## src/rtl/resilient_delay_tuner_if.sv

```systemverilog
// Token-source / stage bundle for the delay tuner; no logic.
// Latency: none (wires only).
// Backpressure: tok_ready and the sreq/sack 4-phase pair carry all flow control.
interface resilient_delay_tuner_if #(
  parameter int DCODE_W = 4,
  parameter int SCORE_W = 6
);
  logic               en;
  logic               tok_valid;
  logic               tok_ready;
  logic               sreq;
  logic               sack;
  logic               err0;
  logic               err1;
  logic [DCODE_W-1:0] dcode;
  logic               win_done;
  logic               dcode_sat;
  logic               stall;
  logic [SCORE_W-1:0] err_score;

  // tuner side
  modport master (
    input  en, tok_valid, sack, err0, err1,
    output tok_ready, sreq, dcode, win_done, dcode_sat, stall, err_score
  );

  // source/stage side
  modport slave (
    output en, tok_valid, sack, err0, err1,
    input  tok_ready, sreq, dcode, win_done, dcode_sat, stall, err_score
  );
endinterface

```

## src/rtl/resilient_delay_tuner.sv

```systemverilog
// Issues one token at a time over 4-phase req/ack, scores stage error flags per window, steps the delay code.
// Latency: sreq rises the cycle after accept; win_done/dcode update the cycle after the window's last sample.
// Backpressure: tok_ready only in IDLE with en=1 and sack=0; a stuck REQ waits forever and raises sticky stall.
module resilient_delay_tuner #(
  parameter int DCODE_W   = 4,
  parameter int DCODE_RST = 8,
  parameter int WIN       = 16,
  parameter int HI_THR    = 2,
  parameter int LO_THR    = 0,
  parameter int TO_CYC    = 64
) (
  input  logic clk,
  input  logic rst,
  resilient_delay_tuner_if.master bus
);

  localparam int SCORE_W = $clog2(2*WIN+1);
  localparam int CNT_W   = $clog2(WIN);
  localparam int TO_W    = $clog2(TO_CYC+1);

  localparam logic [SCORE_W:0]   SCORE_MAX = (SCORE_W+1)'(2*WIN);
  localparam logic [SCORE_W:0]   HI        = (SCORE_W+1)'(HI_THR);
  localparam logic [SCORE_W:0]   LO        = (SCORE_W+1)'(LO_THR);
  localparam logic [DCODE_W-1:0] DCODE_TOP = '1;

  typedef enum logic [1:0] {IDLE, REQ, REL} state_t;

  state_t             state, state_nxt;
  logic [DCODE_W-1:0] dcode_q;
  logic [SCORE_W-1:0] score_q;
  logic [CNT_W-1:0]   tok_cnt;
  logic [TO_W-1:0]    to_cnt;
  logic               win_done_q;
  logic               dcode_sat_q;
  logic               stall_q;

  logic               sample;
  logic               win_end;
  logic [1:0]         weight;
  logic [SCORE_W:0]   score_sum;
  logic [SCORE_W:0]   score_new;

  // State register; reset abandons any in-flight token and drops sreq immediately.
  always_ff @(posedge clk) begin
    if (rst) state <= IDLE;
    else     state <= state_nxt;
  end

  // Next state, handshake outputs and the one-cycle sample strobe.
  always_comb begin
    state_nxt     = state;
    sample        = 1'b0;
    bus.tok_ready = 1'b0;
    bus.sreq      = (state == REQ);
    case (state)
      IDLE: begin
        // sack still high means the stage has not returned to zero yet
        bus.tok_ready = bus.en & ~bus.sack & ~rst;
        if (bus.tok_valid && bus.tok_ready) state_nxt = REQ;
      end
      REQ: begin
        if (bus.sack) begin
          sample    = 1'b1;
          state_nxt = REL;
        end
      end
      REL: begin
        if (!bus.sack) state_nxt = IDLE;
      end
      default: state_nxt = IDLE;
    endcase
  end

  // Weighted score including the token being sampled, saturated at 2*WIN.
  always_comb begin
    weight    = bus.err1 ? 2'd2 : (bus.err0 ? 2'd1 : 2'd0);
    score_sum = {1'b0, score_q} + (SCORE_W+1)'(weight);
    score_new = (score_sum > SCORE_MAX) ? SCORE_MAX : score_sum;
    win_end   = sample && (tok_cnt == CNT_W'(WIN-1));
  end

  // Window accumulation and the end-of-window delay-code step.
  always_ff @(posedge clk) begin
    if (rst) begin
      dcode_q     <= DCODE_W'(DCODE_RST);
      score_q     <= '0;
      tok_cnt     <= '0;
      win_done_q  <= 1'b0;
      dcode_sat_q <= 1'b0;
    end else begin
      win_done_q <= 1'b0;
      if (sample) begin
        if (win_end) begin
          win_done_q <= 1'b1;
          score_q    <= '0;
          tok_cnt    <= '0;
          if (score_new > HI) begin
            if (dcode_q == DCODE_TOP) dcode_sat_q <= 1'b1;
            else begin
              dcode_q     <= dcode_q + DCODE_W'(1);
              dcode_sat_q <= 1'b0;
            end
          end else if (score_new <= LO) begin
            if (dcode_q == '0) dcode_sat_q <= 1'b1;
            else begin
              dcode_q     <= dcode_q - DCODE_W'(1);
              dcode_sat_q <= 1'b0;
            end
          end else begin
            dcode_sat_q <= 1'b0;
          end
        end else begin
          score_q <= score_new[SCORE_W-1:0];
          tok_cnt <= tok_cnt + CNT_W'(1);
        end
      end
    end
  end

  // REQ timeout: counts REQ cycles without sack; stall sets on the edge the count reaches TO_CYC.
  always_ff @(posedge clk) begin
    if (rst) begin
      to_cnt  <= '0;
      stall_q <= 1'b0;
    end else if (state == REQ) begin
      if (!bus.sack) begin
        if (to_cnt != TO_W'(TO_CYC)) to_cnt <= to_cnt + TO_W'(1);
        if (to_cnt == TO_W'(TO_CYC-1)) stall_q <= 1'b1;
      end
    end else begin
      to_cnt <= '0;
    end
  end

  assign bus.dcode     = dcode_q;
  assign bus.err_score = score_q;
  assign bus.win_done  = win_done_q;
  assign bus.dcode_sat = dcode_sat_q;
  assign bus.stall     = stall_q;

endmodule

```

## src/flat_wrapper.sv

```systemverilog
// flat-port wrapper written by rule: the top's interface ports become plain ports
module resilient_delay_tuner_flat 
#(
  parameter int DCODE_W   = 4,
  parameter int DCODE_RST = 8,
  parameter int WIN       = 16,
  parameter int HI_THR    = 2,
  parameter int LO_THR    = 0,
  parameter int TO_CYC    = 64
)
  (clk, rst, bus_en, bus_tok_valid, bus_sack, bus_err0, bus_err1, bus_tok_ready, bus_sreq, bus_dcode, bus_win_done, bus_dcode_sat, bus_stall, bus_err_score);
  resilient_delay_tuner_if #(.DCODE_W(DCODE_W), .SCORE_W(6)) bus_i ();
  input  logic clk;
  input  logic rst;
  input wire logic [$bits(bus_i.en)-1:0] bus_en;
  input wire logic [$bits(bus_i.tok_valid)-1:0] bus_tok_valid;
  input wire logic [$bits(bus_i.sack)-1:0] bus_sack;
  input wire logic [$bits(bus_i.err0)-1:0] bus_err0;
  input wire logic [$bits(bus_i.err1)-1:0] bus_err1;
  output wire logic [$bits(bus_i.tok_ready)-1:0] bus_tok_ready;
  output wire logic [$bits(bus_i.sreq)-1:0] bus_sreq;
  output wire logic [$bits(bus_i.dcode)-1:0] bus_dcode;
  output wire logic [$bits(bus_i.win_done)-1:0] bus_win_done;
  output wire logic [$bits(bus_i.dcode_sat)-1:0] bus_dcode_sat;
  output wire logic [$bits(bus_i.stall)-1:0] bus_stall;
  output wire logic [$bits(bus_i.err_score)-1:0] bus_err_score;
  assign bus_i.en = bus_en;
  assign bus_i.tok_valid = bus_tok_valid;
  assign bus_i.sack = bus_sack;
  assign bus_i.err0 = bus_err0;
  assign bus_i.err1 = bus_err1;
  assign bus_tok_ready = bus_i.tok_ready;
  assign bus_sreq = bus_i.sreq;
  assign bus_dcode = bus_i.dcode;
  assign bus_win_done = bus_i.win_done;
  assign bus_dcode_sat = bus_i.dcode_sat;
  assign bus_stall = bus_i.stall;
  assign bus_err_score = bus_i.err_score;
  resilient_delay_tuner #(.DCODE_W(DCODE_W), .DCODE_RST(DCODE_RST), .WIN(WIN), .HI_THR(HI_THR), .LO_THR(LO_THR), .TO_CYC(TO_CYC)) u_core (.clk(clk), .rst(rst), .bus(bus_i));
endmodule
```

## config.mk

```make
export PLATFORM = sky130hd
export DESIGN_NAME = resilient_delay_tuner_flat
export DESIGN_NICKNAME = d
export VERILOG_FILES = /design/src/rtl/resilient_delay_tuner_if.sv /design/src/rtl/resilient_delay_tuner.sv /design/src/flat_wrapper.sv
export SDC_FILE = /design/constraint.sdc
export NUM_CORES = 1
export LEC_CHECK = 0
export CORE_MARGIN = 3
export CORE_UTILIZATION = 42
export CTS_BUF_LIST = sky130_fd_sc_hd__clkbuf_2
export DETAILED_ROUTE_END_ITERATION = 16
export HOLD_SLACK_MARGIN = 0.15
export PLACE_DENSITY = 0.67
export SLEW_MARGIN = 10
export SYNTH_ARGS = -nofsm -noshare
export SYNTH_HDL_FRONTEND = slang
export SYNTH_SLANG_ARGS = --single-unit
```

## constraint.sdc

```tcl
create_clock -name clk -period 5.14 [get_ports clk]
set_input_delay 1.028 -clock clk [delete_from_list [all_inputs] [get_ports clk]]
set_output_delay 1.028 -clock clk [all_outputs]
set_load 0.05 [all_outputs]
```

# After elaboration in Yosys (flattened, before gate mapping)
# Index checks and enable logic that the tools add are counted.
# word_totals
ff_bits,26
out_inout_bits,15
elab_cells,66
# classes
add_sub_neg,5
order_cmp,3
n_eq_ne,11
muxes,21
bitwise,6
n_reduce_logical,12
# ops
op,n
4-bit two-way mux,5
1-bit two-way mux,9
4-bit by 1-bit adder with 4-bit output (second input constant),2
4-bit == test (second input constant),2
2-bit two-way mux,4
6-bit by 2-bit adder with 7-bit output,1
7-bit by 1-bit adder with 7-bit output (second input constant),1
7-bit by 6-bit == test with 1-bit output (second input constant),1
7-bit by 2-bit greater-than comparator with 1-bit output (second input constant),1
7-bit by 6-bit greater-than comparator with 1-bit output (second input constant),1
7-bit by 1-bit <= comparator with 1-bit output (second input constant),1
7-bit two-way mux,1
7-bit != test (second input constant),1
6-bit two-way mux,1
2-bit != test (second input constant),3
2-bit case mux with 3 select lines,1
3-bit AND reduction,2
5-bit AND reduction,1
4-bit zero test,1
2-bit by 1-bit != test with 1-bit output (second input constant),2
1-bit NOT,4
2-bit AND reduction,2
2-bit OR reduction,2
4-bit by 1-bit subtractor with 4-bit output (second input constant),1
6 further kinds,8

# Logic depth before layout (Yosys ltp)
# Gate-level depths: netlist of run 1.
# logic_depth
ltp_word,8
depth_mapped,14

# Least setup slack after synthesis of run 1
# OpenSTA, ideal clock, no wires.
# synth_path
path_type,in2reg
start,input port bus_err0
end,register u_core.dcode_q[3] (netlist: u_core.bus.dcode[3])
setup_ns,0.121
arrival_ns,3.979
required_ns,5.019
path_slack_ns,1.040
path_stages,14
path_cell_list,nor2b_1 ha_1 inv_1 fa_1 nand3b_1 xor2_1 o21ai_2 nor4_4 ha_1 a21oi_1 nand2_1 or3_1 mux2_2 mux2i_1
# synth_between
elab_chain_cells,8
elab_cells_between_ends,12
classes_between,add/sub: 1; order compare: 3; eq/ne: 2; mux: 4; reduce/logical: 2
# synth_lines
item,line_no,source
from (decl),flat_wrapper.sv:18,input wire logic [$bits(bus_i.err0)-1:0] bus_err0;
1-bit two-way mux *,resilient_delay_tuner.sv:76,weight = bus.err1 ? 2'd2 : (bus.err0 ? 2'd1 : 2'd0);
2-bit two-way mux *,resilient_delay_tuner.sv:76,
6-bit by 2-bit adder with 7-bit output *,resilient_delay_tuner.sv:77,"score_sum = {1'b0, score_q} + (SCORE_W+1)'(weight);"
7-bit by 6-bit greater-than comparator with 1-bit output,resilient_delay_tuner.sv:78,score_new = (score_sum > SCORE_MAX) ? SCORE_MAX : score_sum;
7-bit two-way mux *,resilient_delay_tuner.sv:78,
7-bit by 2-bit greater-than comparator with 1-bit output or 7-bit by 1-bit <= comparator with 1-bit output (tied branches),"resilient_delay_tuner.sv:97, resilient_delay_tuner.sv:103",
2-bit != test (no source line) (tied with other cells),n/a,
5-bit AND reduction (no source line),n/a,
to (signal assigned),resilient_delay_tuner.sv:85,dcode_q <= DCODE_W'(DCODE_RST);
to (signal assigned),resilient_delay_tuner.sv:100,dcode_q <= dcode_q + DCODE_W'(1);
to (signal assigned),resilient_delay_tuner.sv:106,dcode_q <= dcode_q - DCODE_W'(1);
to (decl),resilient_delay_tuner.sv:29,logic [DCODE_W-1:0] dcode_q;
# Every way passes the cells marked *; elsewhere a longest branch is shown, timed or not.
# A chain may end at the register's enable or synchronous reset.

# Worst setup path in the final report of run 1
# layout_path
start,input port bus_err1
end,register u_core.dcode_q[3] (netlist: u_core.bus.dcode[3])
# layout_between
elab_chain_cells,7
elab_cells_between_ends,11
classes_between,add/sub: 1; order compare: 3; eq/ne: 2; mux: 3; reduce/logical: 2
# layout_lines
item,line_no,source
from (decl),flat_wrapper.sv:19,input wire logic [$bits(bus_i.err1)-1:0] bus_err1;
2-bit two-way mux *,resilient_delay_tuner.sv:76,
6-bit by 2-bit adder with 7-bit output *,resilient_delay_tuner.sv:77,
7-bit by 6-bit greater-than comparator with 1-bit output,resilient_delay_tuner.sv:78,
7-bit two-way mux *,resilient_delay_tuner.sv:78,
7-bit by 2-bit greater-than comparator with 1-bit output or 7-bit by 1-bit <= comparator with 1-bit output (tied branches),"resilient_delay_tuner.sv:97, resilient_delay_tuner.sv:103",
2-bit != test (no source line) (tied with other cells),n/a,
5-bit AND reduction (no source line),n/a,
# Marked as above.

==> results of run 1 <==
## cell type report
class,instances,area share [%]
multi-input combinational,146,52.6
inverter,8,1.69
sequential,26,29.3
timing repair buffer,22,12.3
tap,46,3.24
clock buffer,3,0.846
## kinds of logic after synthesis
group / after synthesis
adders and majority gates: 9
xor gates and xnor gates: 10
AOI/OAI and AO/OA: 27
buffers and inverters: 14
and+or+nand+nor: 92
DFF: 26
muxes: 8
## state kept, by name (all words and copies together), names as in the netlist
signal                cells
u_core.tok_cnt            4
u_core.to_cnt             7
u_core.bus.dcode_sat      1
u_core.bus.win_done       1
u_core.bus.dcode          4
u_core.state              2
u_core.bus.err_score      6
u_core.bus.stall          1
## worst min-delay path, delay by kind of cell, from the launching register on
family | cells | cell delay, ns
simple gates | 1 | 0.07
flops | 1 | 0.40
compound gates | 1 | 0.05
## worst max path at each step
stage | start | endpoint | slack, ns
floorplan | bus_err0 | u_core.bus.dcode[3] | 1.04
global placement | bus_err0 | u_core.bus.dcode[3] | 0.46
detailed placement | bus_err1 | u_core.bus.dcode[3] | 0.25
CTS | bus_err1 | u_core.bus.dcode[3] | 0.64
global route | bus_err1 | u_core.bus.dcode[3] | 0.36
finish | bus_err1 | u_core.bus.dcode[3] | 0.65
## where the power goes
group	internal [uW]	switching (uW)	total (uW)	leakage, uW
Clock	15.9	57.8	73.7	0.0000125
Sequential	203	1.61	205	0.000210
Combinational	14.8	19.7	34.5	0.000443
Total	234	79.2	313	0.000665
## metrics by stage
step                hold WS, ns  power [uW]  utilization (%)  area, sq um  instances
detailed placement        0.485         243             51.9         1760        248
global route              0.557         330             52.3         1770        251
global placement          0.461         243             51.9         1760        248
finish                    0.522         313             52.3         1770        251
CTS                       0.524         317             52.3         1770        251
floorplan                 0.466         232                -         1510        186
## Yosys cell counts, types with 2 or more instances
cell	count	area, sq um
a31oi_1	3	18.8
nand2b_1	5	31.3
xor2_1	4	35.0
nor2b_1	7	43.8
inv_1	8	30.0
nor2_1	29	109
nand2_1	19	71.3
mux2i_1	5	50.1
clkbuf_1	3	11.3
and3_1	2	12.5
a21oi_1	11	55.1
o21ai_0	5	25.0
or3_1	4	25.0
a22oi_1	2	15.0
nand3b_1	2	15.0
mux2_2	3	33.8
nand3_1	8	40.0
ha_1	7	87.6
nor3_1	5	25.0
fa_1	2	40.0
nor4_1	2	12.5
xnor2_1	6	52.6
dfxtp_1	26	521
## layer usage
metal | part of all wire [%] | vias to the layer above | GRT usage, %
met4 | 0.44 | 0 | 4.57
met3 | 4.2 | 2 | 3.23
li1 | - | 677 | -
met5 | 0 | - | 0
met1 | 47 | 639 | 20.6
met2 | 49 | 27 | 28.7
## cells in the final DEF, fill, tap and decap left out, types with 3 or more instances in the layout
| cell type | n |
|---|---|
| clkdlybuf4s50_1 | 21 |
| clkbuf_2 | 3 |
| nor3_1 | 5 |
| dfxtp_1 | 26 |
| xor2_1 | 4 |
| nand3_1 | 8 |
| mux2_2 | 3 |
| a21oi_1 | 11 |
| inv_1 | 8 |
| xnor2_1 | 6 |
| mux2i_1 | 5 |
| nand2_1 | 19 |
| o21ai_0 | 5 |
| a31oi_1 | 3 |
| ha_1 | 7 |
| nor2b_1 | 7 |
| nand2b_1 | 5 |
| nor2_1 | 29 |
| or3_1 | 4 |
==> summary.md, run 1 <==
| Metric | Value |
|---|---|
| Status | complete, no violations |
| Cell Area, Synth | 1510 sq um |
| GPL Wtd Cong | 0.836 |
| Register bit total from synthesis | 26 |
| Routed WL | 3200 microns |
| Starting Density | 44.6% |
| Worst-margin pin slew | 0.502 ns |
| Most frequent CP cell | ha_1 |
| Post-place setup slack | 0.253 ns |
| CP required | 5.41 ns |
| Mux share of post-synthesis cell area | 5.55% |
| Core area | 3390 sq um |
| Power Density | 177 nW/um^2 |
| MaxCap Viol Count | 0 |
| YS warnings | 0 |
| Worst path depth | 15 |
| R2R depth | 13 |
| Final setup fails | 0 |
| Final hold vios | 0 |
| EDFF count, synth | 0 |
| Worst hold endpoint | u_core.tok_cnt[1] |
| Worst R2R Start | u_core.bus.err_score[0] |
| Rows | 21 |
| Predominant post-synthesis flop cell | dfxtp_1 |
| Gr ovfl total | 0 |
| Global-route wire length before repair | 5680 microns |
| Post-Synth Adder-Cell Area | 8.44% |
| Fillers | 318 |
| DP HPWL | 2490 microns |
| Root Buffer | clkbuf_2 |
| Min-delay src | u_core.tok_cnt[1] |
| Peak Freq | 223 MHz |
| Post-Synth Simple-Gate Area | 31.1% |
| Clk_skew | 0.0105 ns |
| Initial DRC Count | 66 |
| Worst setup SP type | primary input |
| Max Slew Vio Count | 0 |
| Mapped Nets | 202 |
| Chip Width | 66.0 microns |
| Drt wl/cell | 12.7 microns |
| I/O pin cnt | 22 |
| CTS Hold Bufs | 0 |
| Max incr delay on CP | 0.46 ns |
| Reg2reg setup slack | 1.54 ns |
| Input/output buffers | 21 |
| Htree depth | 1 |
| CP bufs+invs | 2 |
| TritonCTS clock tree | built |
| CTS Buffer Depth | 2 |
| P_leak | 0.000665 uW |
| Mean post-synth cell area | 8.13 sq um |
| DR vias/cell | 5.36 |
| Area grow syn2layout | 17.4% |
| Setup TNS | 0 ns |
| Num CTS Buffers | 3 |
| Minimum clock period | 4.49 ns |
| Library cells used by synthesis | 41 |
| Arrival @ worst endpoint | 4.76 ns |
| Share of cells above drive strength 1 | 4.88% |
| Largest net degree at the start of global routing | 26 |
| Die height | 66.0 microns |
| Via count | 1,345 |
| Max transition margin | 66.5% |
| Sequential fraction of the synthesis area | 34.4% |
| Worst VDD drop | 0.0000758 V |
| Critical Path Fanout Max | 6 |
| Tcrit/Tclk final | 87.4% |
| Reg area | 520 sq um |
| Antenna Nets Post-Route | 0 |
| Critical path endpoint category | flip-flop |
| Nets | 223 |
| Async SR Flop Fraction | 0% |
| Post-Synth XOR/XNOR Area | 5.79% |
| Area of the multi-input gates | 933 sq um |
| Vias in the first global route | 1,314 |
| FF-to-FF End | u_core.bus.dcode[3] |
| Setup Crit Path Kind | primary input to flip-flop |
| Reg clk slew, reported paths | 0.24 ns |
| Number of sinks on the clock net | 26 |
| Total track usage | 16.5% |
| RSZ-0062 raised after global routing | no |
| Die area | 4350 sq um |
| Top delay family on crit path | simple AND/OR/NAND/NOR gates |
| Main combinational cell family by area after synthesis | simple AND/OR/NAND/NOR gates |
| Synthesized instance count | 186 |
| Cts repair resizes | 0 |
| Critical path's slowest cell | clkdlybuf4s50_1 |
| DRT Pass-1 Iters | 4 |
| Diodes inserted | 0 |
| DRC Markers | 0 |
| Hold crit path type | flip-flop to flip-flop |
| Initial antenna violation count | 0 |
| Hold depth | 2 |
| Clock latency on the worst-skew pair | 0.34 ns |
| Compound-Gate Fraction of Synth Area | 10.8% |
| Critical-path cell list | clkdlybuf4s50_1, nor2b_1, ha_1, inv_1, fa_1, nand3b_1, xor2_1, o21ai_2, nor4_4, ha_1, a21oi_1, nand2_1, or3_1, mux2_2, mux2i_1 |
| Post-CTS setup buffer count | 0 |
| Final worst setup slack | 0.647 ns |
Power figures use the tool's default switching activity.
==> inputs of run 2 (changes only) <==
Settings changed: CAP_MARGIN set to 20, REMOVE_ABC_BUFFERS set to 1.
==> run 2 against run 1 <==
Cell count is 0.80% higher. Largest cell class unchanged. Critical path depth is 1 higher. Die area is the same. Register-to-register slack better by 0.24 ns. Highest routed layer unchanged. Fmax increased by 7.4%. Via count rose by 0.67%. Sequential share of layout area fell by 0.61 points. Utilization up 1.1 points.
==> summary.md, run 2 (synthesis results as in run 1) <==
| Metric | Value |
|---|---|
| Final hold vios | 0 (unchanged) |
| Critical path endpoint category | flip-flop (unchanged) |
| Htree depth | 1 (unchanged) |
| DRT Pass-1 Iters | 4 (unchanged) |
| Drt wl/cell | 12.6 microns (was 12.7 microns) |
| Non-filler cells, final | 253 (was 251) |
| Max incr delay on CP | 0.45 ns (was 0.46 ns) |
| DRC Markers | 0 (unchanged) |
| Power Density | 204 nW/um^2 (was 177 nW/um^2) |
| Input/output buffers | 21 (unchanged) |
| Total track usage | 16.3% (was 16.5%) |
| Worst VDD drop | 0.000140 V (was 0.0000758 V) |
| Reg clk slew, reported paths | 0.25 ns (was 0.24 ns) |
| Worst-margin pin slew | 0.503 ns (was 0.502 ns) |
| Setup TNS | 0 ns (unchanged) |
| Critical-path cell list | clkdlybuf4s50_1, nor2b_1, ha_1, inv_1, fa_1, nand3b_1, xor2_1, o21ai_2, nor4_4, buf_4, ha_1, nand3_1, nand2_1, or3_1, mux2_2, mux2i_1 (was clkdlybuf4s50_1, nor2b_1, ha_1, inv_1, fa_1, nand3b_1, xor2_1, o21ai_2, nor4_4, ha_1, a21oi_1, nand2_1, or3_1, mux2_2, mux2i_1) |
| GPL Wtd Cong | 0.893 (was 0.836) |
| Most frequent cells in the layout | nor2_1 (29), dfxtp_1 (26), clkdlybuf4s50_1 (21) (unchanged) |
| Reg area | 520 sq um (unchanged) |
| Final setup fails | 0 (unchanged) |
| Root Buffer | clkbuf_2 (unchanged) |
| Diodes inserted | 0 (unchanged) |
| Clock latency on the worst-skew pair | 0.36 ns (was 0.34 ns) |
| CTS Hold Bufs | 0 (unchanged) |
| Die area | 4350 sq um (unchanged) |
| Largest net degree at the start of global routing | 25 (was 26) |
| Arrival @ worst endpoint | 4.47 ns (was 4.76 ns) |
| Number of sinks on the clock net | 26 (unchanged) |
| Via count | 1,354 (was 1,345) |
| Tcrit/Tclk final | 81.4% (was 87.4%) |
| Fillers | 320 (was 318) |
| MaxCap Viol Count | 0 (unchanged) |
| Critical path's slowest cell | clkdlybuf4s50_1 (unchanged) |
| Setup Crit Path Kind | primary input to flip-flop (unchanged) |
| Placed cells | 249 (was 248) |
| Rows | 21 (unchanged) |
| Num CTS Buffers | 3 (unchanged) |
| Minimum clock period | 4.19 ns (was 4.49 ns) |
| TritonCTS clock tree | built (unchanged) |
| Area of the multi-input gates | 933 sq um (unchanged) |
| Die height | 66.0 microns (unchanged) |
| Commonest non-fill, non-tap cell in the layout | nor2_1 (unchanged) |
| DR vias/cell | 5.35 (was 5.36) |
| P_leak | 0.000684 uW (was 0.000665 uW) |
| Most frequent CP cell | ha_1 (unchanged) |
| Largest Register | u_core.to_cnt (unchanged) |
| Antenna Nets Post-Route | 0 (unchanged) |
| Routed WL | 3180 microns (was 3200 microns) |
| Status | complete, no violations (unchanged) |
| Max Slew Vio Count | 0 (unchanged) |
| Hold crit path type | flip-flop to flip-flop (unchanged) |
| Starting Density | 44.6% (unchanged) |
| Global-route wire length before repair | 5610 microns (was 5680 microns) |
| DP HPWL | 2390 microns (was 2490 microns) |
| Share of cells above drive strength 1 | 5.80% (was 4.88%) |
| Clk_skew | 0.00719 ns (was 0.0105 ns) |
| Area grow syn2layout | 19.9% (was 17.4%) |
| Worst setup SP type | primary input (unchanged) |
| I/O pin cnt | 22 (unchanged) |
| Max reg flops | 7 (unchanged) |
| Post-CTS setup buffer count | 0 (unchanged) |
| RSZ-0062 raised after global routing | no (unchanged) |
| Vias in the first global route | 1,264 (was 1,314) |
| Cts repair resizes | 0 (unchanged) |
| CP required | 5.43 ns (was 5.41 ns) |
| Initial antenna violation count | 0 (unchanged) |
| Nets | 224 (was 223) |
| Critical Path Fanout Max | 5 (was 6) |
| Max transition margin | 66.4% (was 66.5%) |
| Core area | 3390 sq um (unchanged) |
| Initial DRC Count | 67 (was 66) |
| Peak Freq | 239 MHz (was 223 MHz) |
| CTS Buffer Depth | 2 (unchanged) |
| Chip Width | 66.0 microns (unchanged) |
| Gr ovfl total | 0 (unchanged) |
run 2: cell count changes in the layout (fill, tap and decap cells not counted):
cell,before,now
buf_4,1,2
bufinv_16,0,1
run 2: worst paths after layout:
path,cells past startpoint,start,to,slack (ns)
min reg2reg,2,u_core.bus.stall,u_core.bus.stall,0.51
max reg2reg,14,u_core.bus.err_score[0],u_core.bus.dcode[3],1.78
max,16,bus_err1,u_core.bus.dcode[3],0.95
min,2,u_core.bus.stall,u_core.bus.stall,0.51
run 2: layout make-up:
cell class                      count  share of cell area (%)
Clock buffer                        3                   0.829
Clock inverter                      1                    1.66
Inverter                            8                    1.66
Multi-Input combinational cell    146                    51.5
Sequential cell                    26                    28.7
Tap cell                           46                    3.18
Timing Repair Buffer               23                    12.4
run 2: critical path: cells and delay by family:
family,cells,cell delay (ns)
buffers and inverters,3,0.70
xor gates and xnor gates,1,0.33
and+or+nand+nor,6,1.03
muxes,2,0.39
adders and majority gates,3,0.86
AOI/OAI and AO/OA,1,0.12
run 2: power by group:
part           switching (uW)  internal, uW  leakage, uW
registers                1.59           204     0.000210
clock network            62.5          67.0    0.0000266
logic                    19.8          15.4     0.000447
run 2: per-stage QoR:
stage / power, uW / worst slack (ns) / utilization [%] / hold slack [ns] / area, sq um
finish: 370 / 0.955 / 53.5 / 0.514 / 1810
global route: 383 / 0.777 / 53.5 / 0.551 / 1810
CTS: 373 / 0.969 / 53.5 / 0.519 / 1810
detailed placement: 244 / 0.548 / 52.1 / 0.466 / 1770
global placement: 243 / 0.669 / 52.1 / 0.456 / 1770
floorplan: 229 / 1.03 / - / 0.460 / 1480
run 2: metal layers:
metal	track usage [%]	share of wire [%]	vias up
met5	0	0	-
met4	5.08	1.3	0
met3	2.72	4.1	5
met2	25.8	44	24
met1	22.5	50	642
li1	-	-	683
==> inputs of run 3 (changes only) <==
Clock period 5.14 ns to 3.9 ns, I/O delays scaled along.
==> run 3 against run 2 <==
Die area unchanged. Cell count increased by 5.1%. First-iteration DRC count decreased by 34%. Final area increased by 7.0%. Register-to-register slack got worse by 1.1 ns. Worst setup slack got worse by 0.82 ns. Sequential power increased by 32%. Highest routed layer unchanged.
==> summary.md, run 3 (synthesis results as in run 1) <==
| Metric | Value |
|---|---|
| MaxCap Viol Count | 0 (unchanged) |
| Htree depth | 1 (unchanged) |
| FF-to-FF End | u_core.bus.dcode[3] (unchanged) |
| Reg2reg setup slack | 0.73 ns (was 1.78 ns) |
| R2R depth | 13 (was 14) |
| Placed instance area | 1840 sq um (was 1770 sq um) |
| I/O pin cnt | 22 (unchanged) |
| Critical Path Fanout Max | 3 (was 5) |
| CP required | 4.20 ns (was 5.43 ns) |
| Arrival @ worst endpoint | 4.07 ns (was 4.47 ns) |
| Hold crit path type | flip-flop to flip-flop (unchanged) |
| Worst R2R Start | u_core.bus.err_score[0] (unchanged) |
| Max reg flops | 7 (unchanged) |
| Diodes inserted | 0 (unchanged) |
| DP HPWL | 2560 microns (was 2390 microns) |
| DRC Markers | 0 (unchanged) |
| Worst-margin pin slew | 0.678 ns (was 0.503 ns) |
| Reg power frac | 54.6% (was 55.5%) |
| Largest net degree at the start of global routing | 25 (unchanged) |
| CTS Buffer Depth | 2 (unchanged) |
| Rows | 21 (unchanged) |
| Worst VDD drop | 0.000203 V (was 0.000140 V) |
| Status | complete, no violations (unchanged) |
| Logic pwr share | 11.0% (was 9.5%) |
| Hold depth | 2 (unchanged) |
| Via count | 1,358 (was 1,354) |
| Min-delay src | u_core.bus.stall (unchanged) |
| Num CTS Buffers | 3 (unchanged) |
| P_leak | 0.000748 uW (was 0.000684 uW) |
| Worst hold endpoint | u_core.bus.stall (unchanged) |
| Final hold vios | 0 (unchanged) |
| Chip Width | 66.0 microns (unchanged) |
| Final setup fails | 0 (unchanged) |
| Die area | 4350 sq um (unchanged) |
| Drt wl/cell | 12.9 microns (was 12.6 microns) |
| Routed WL | 3440 microns (was 3180 microns) |
| Largest Register | u_core.to_cnt (unchanged) |
| Share of cells above drive strength 1 | 14.1% (was 5.80%) |
| Fin util | 57.2% (was 53.5%) |
| Minimum clock period | 3.77 ns |
| Initial antenna violation count | 0 (unchanged) |
| Clock share of power | 34.4% (was 35.0%) |
| Clock latency on the worst-skew pair | 0.35 ns (was 0.36 ns) |
| Reg clk slew, reported paths | 0.25 ns (about the same) |
| Starting Density | 44.6% (unchanged) |
| CTS Hold Bufs | 0 (unchanged) |
| Vias in the first global route | 1,323 (was 1,264) |
| Critical path endpoint category | flip-flop (unchanged) |
| DRT Pass-1 Iters | 4 (unchanged) |
| Gr ovfl total | 0 (unchanged) |
| Input/output buffers | 21 (unchanged) |
| Fillers | 311 (was 320) |
| Antenna Nets Post-Route | 0 (unchanged) |
| Clk_skew | 0.00720 ns (was 0.00719 ns) |
| Int Power | 383 uW (was 286 uW) |
| Number of sinks on the clock net | 26 (unchanged) |
| Peak Freq | 266 MHz |
| GPL Wtd Cong | 0.845 (was 0.893) |
| Total track usage | 17.1% (was 16.3%) |
| Die height | 66.0 microns (unchanged) |
| Area grow syn2layout | 28.2% (was 19.9%) |
| Commonest non-fill, non-tap cell in the layout | nor2_1 (unchanged) |
| Nets | 237 (was 224) |
| Setup Crit Path Kind | primary input to flip-flop (unchanged) |
| Power Density | 256 nW/um^2 (was 204 nW/um^2) |
| Worst setup SP type | primary input (unchanged) |
| Initial DRC Count | 44 (was 67) |
| Global-route wire length before repair | 5840 microns (was 5610 microns) |
| Max transition margin | 54.4% (was 66.4%) |
| Core area | 3390 sq um (unchanged) |
| Root Buffer | clkbuf_2 (unchanged) |
| TritonCTS clock tree | built (unchanged) |
| Sw Ratio | 22.6% (was 22.7%) |
| Final instance area | 1940 sq um (was 1810 sq um) |
| Most frequent cells in the layout | nor2_1 (29), dfxtp_1 (26), clkdlybuf4s50_1 (20) (was nor2_1 (29), dfxtp_1 (26), clkdlybuf4s50_1 (21)) |
| Max Slew Vio Count | 0 (unchanged) |
| Sw Pwr | 112 uW (was 83.9 uW) |
| Tcrit/Tclk final | 96.6% |
| DR vias/cell | 5.11 (was 5.35) |
-- run 3: changes by cell type in the layout (fill, tap and decap cells not counted), sizes merged --
cell / before / now
buf: 2 / 16
clkdlybuf4s50: 21 / 20
-- run 3: repair_timing --
item / in CTS / in global routing
resized for setup: 0 / 5
setup endpoints to repair: 0 / 1
buffers inserted: 0 / 5
-- run 3: cell type report --
type | instances | area (sq um) | share of cell area [%]
clock buffers | 3 | 15.0 | 0.775
clock inverters | 1 | 30.0 | 1.55
inverters | 8 | 30.0 | 1.55
multi-input cells | 146 | 952 | 49.1
flip-flops and latches | 26 | 520 | 26.9
well taps | 46 | 57.6 | 2.97
repair buffers | 36 | 333 | 17.2
-- run 3: power by group through the flow --
stage | sequential (uW) | clock [uW] | combinational [uW]
2_1_floorplan | 277 | 0 | 24.9
3_3_place_gp | 275 | 0 | 50.0
3_5_place_dp | 275 | 0 | 50.6
4_1_cts | 271 | 177 | 51.0
5_1_grt | 271 | 187 | 60.2
6_report | 270 | 170 | 54.6
-- run 3: stage by stage --
stage	hold WS (ns)	instances	total power, uW	setup TNS (ns)	setup slack [ns]
6_report	0.510	266	495	0	0.134
3_5_place_dp	0.462	257	326	-0.340	-0.340
3_3_place_gp	0.451	257	325	-0.180	-0.180
2_1_floorplan	0.460	180	302	0	0.0403
5_1_grt	0.534	266	518	-0.0214	-0.0214
4_1_cts	0.514	261	498	0	0.0355
-- run 3: per-layer routing --
layer	track usage (%)	vias to the layer above	wire, microns
li1	-	707	-
met1	22.8	626	1620
met2	28.9	23	1690
met3	2.72	2	111
met4	3.81	0	17
met5	0	-	0
-- run 3: worst max-delay path, cell delays in order --
cell	delay [ns]
clkdlybuf4s50_1	0.45
nor2b_2	0.14
ha_2	0.20
inv_1	0.06
fa_2	0.34
nand3b_1	0.23
xor2_2	0.23
o21ai_2	0.09
nor4_4	0.23
ha_1	0.31
a21oi_2	0.15
nand2_1	0.08
or3_1	0.36
mux2_2	0.28
mux2i_1	0.14
-- run 3: how the worst max path moves through the flow --
stage	slack, ns	endpoint	cells after the start	from
floorplan	0.04	u_core.bus.dcode[3]	14	bus_err0
global placement	-0.18	u_core.bus.dcode[3]	15	bus_err0
detailed placement	-0.34	u_core.bus.dcode[3]	15	bus_err0
CTS	0.04	u_core.bus.dcode[3]	15	bus_err0
global route	-0.02	u_core.bus.dcode[3]	15	bus_err0
finish	0.13	u_core.bus.dcode[3]	15	bus_err0
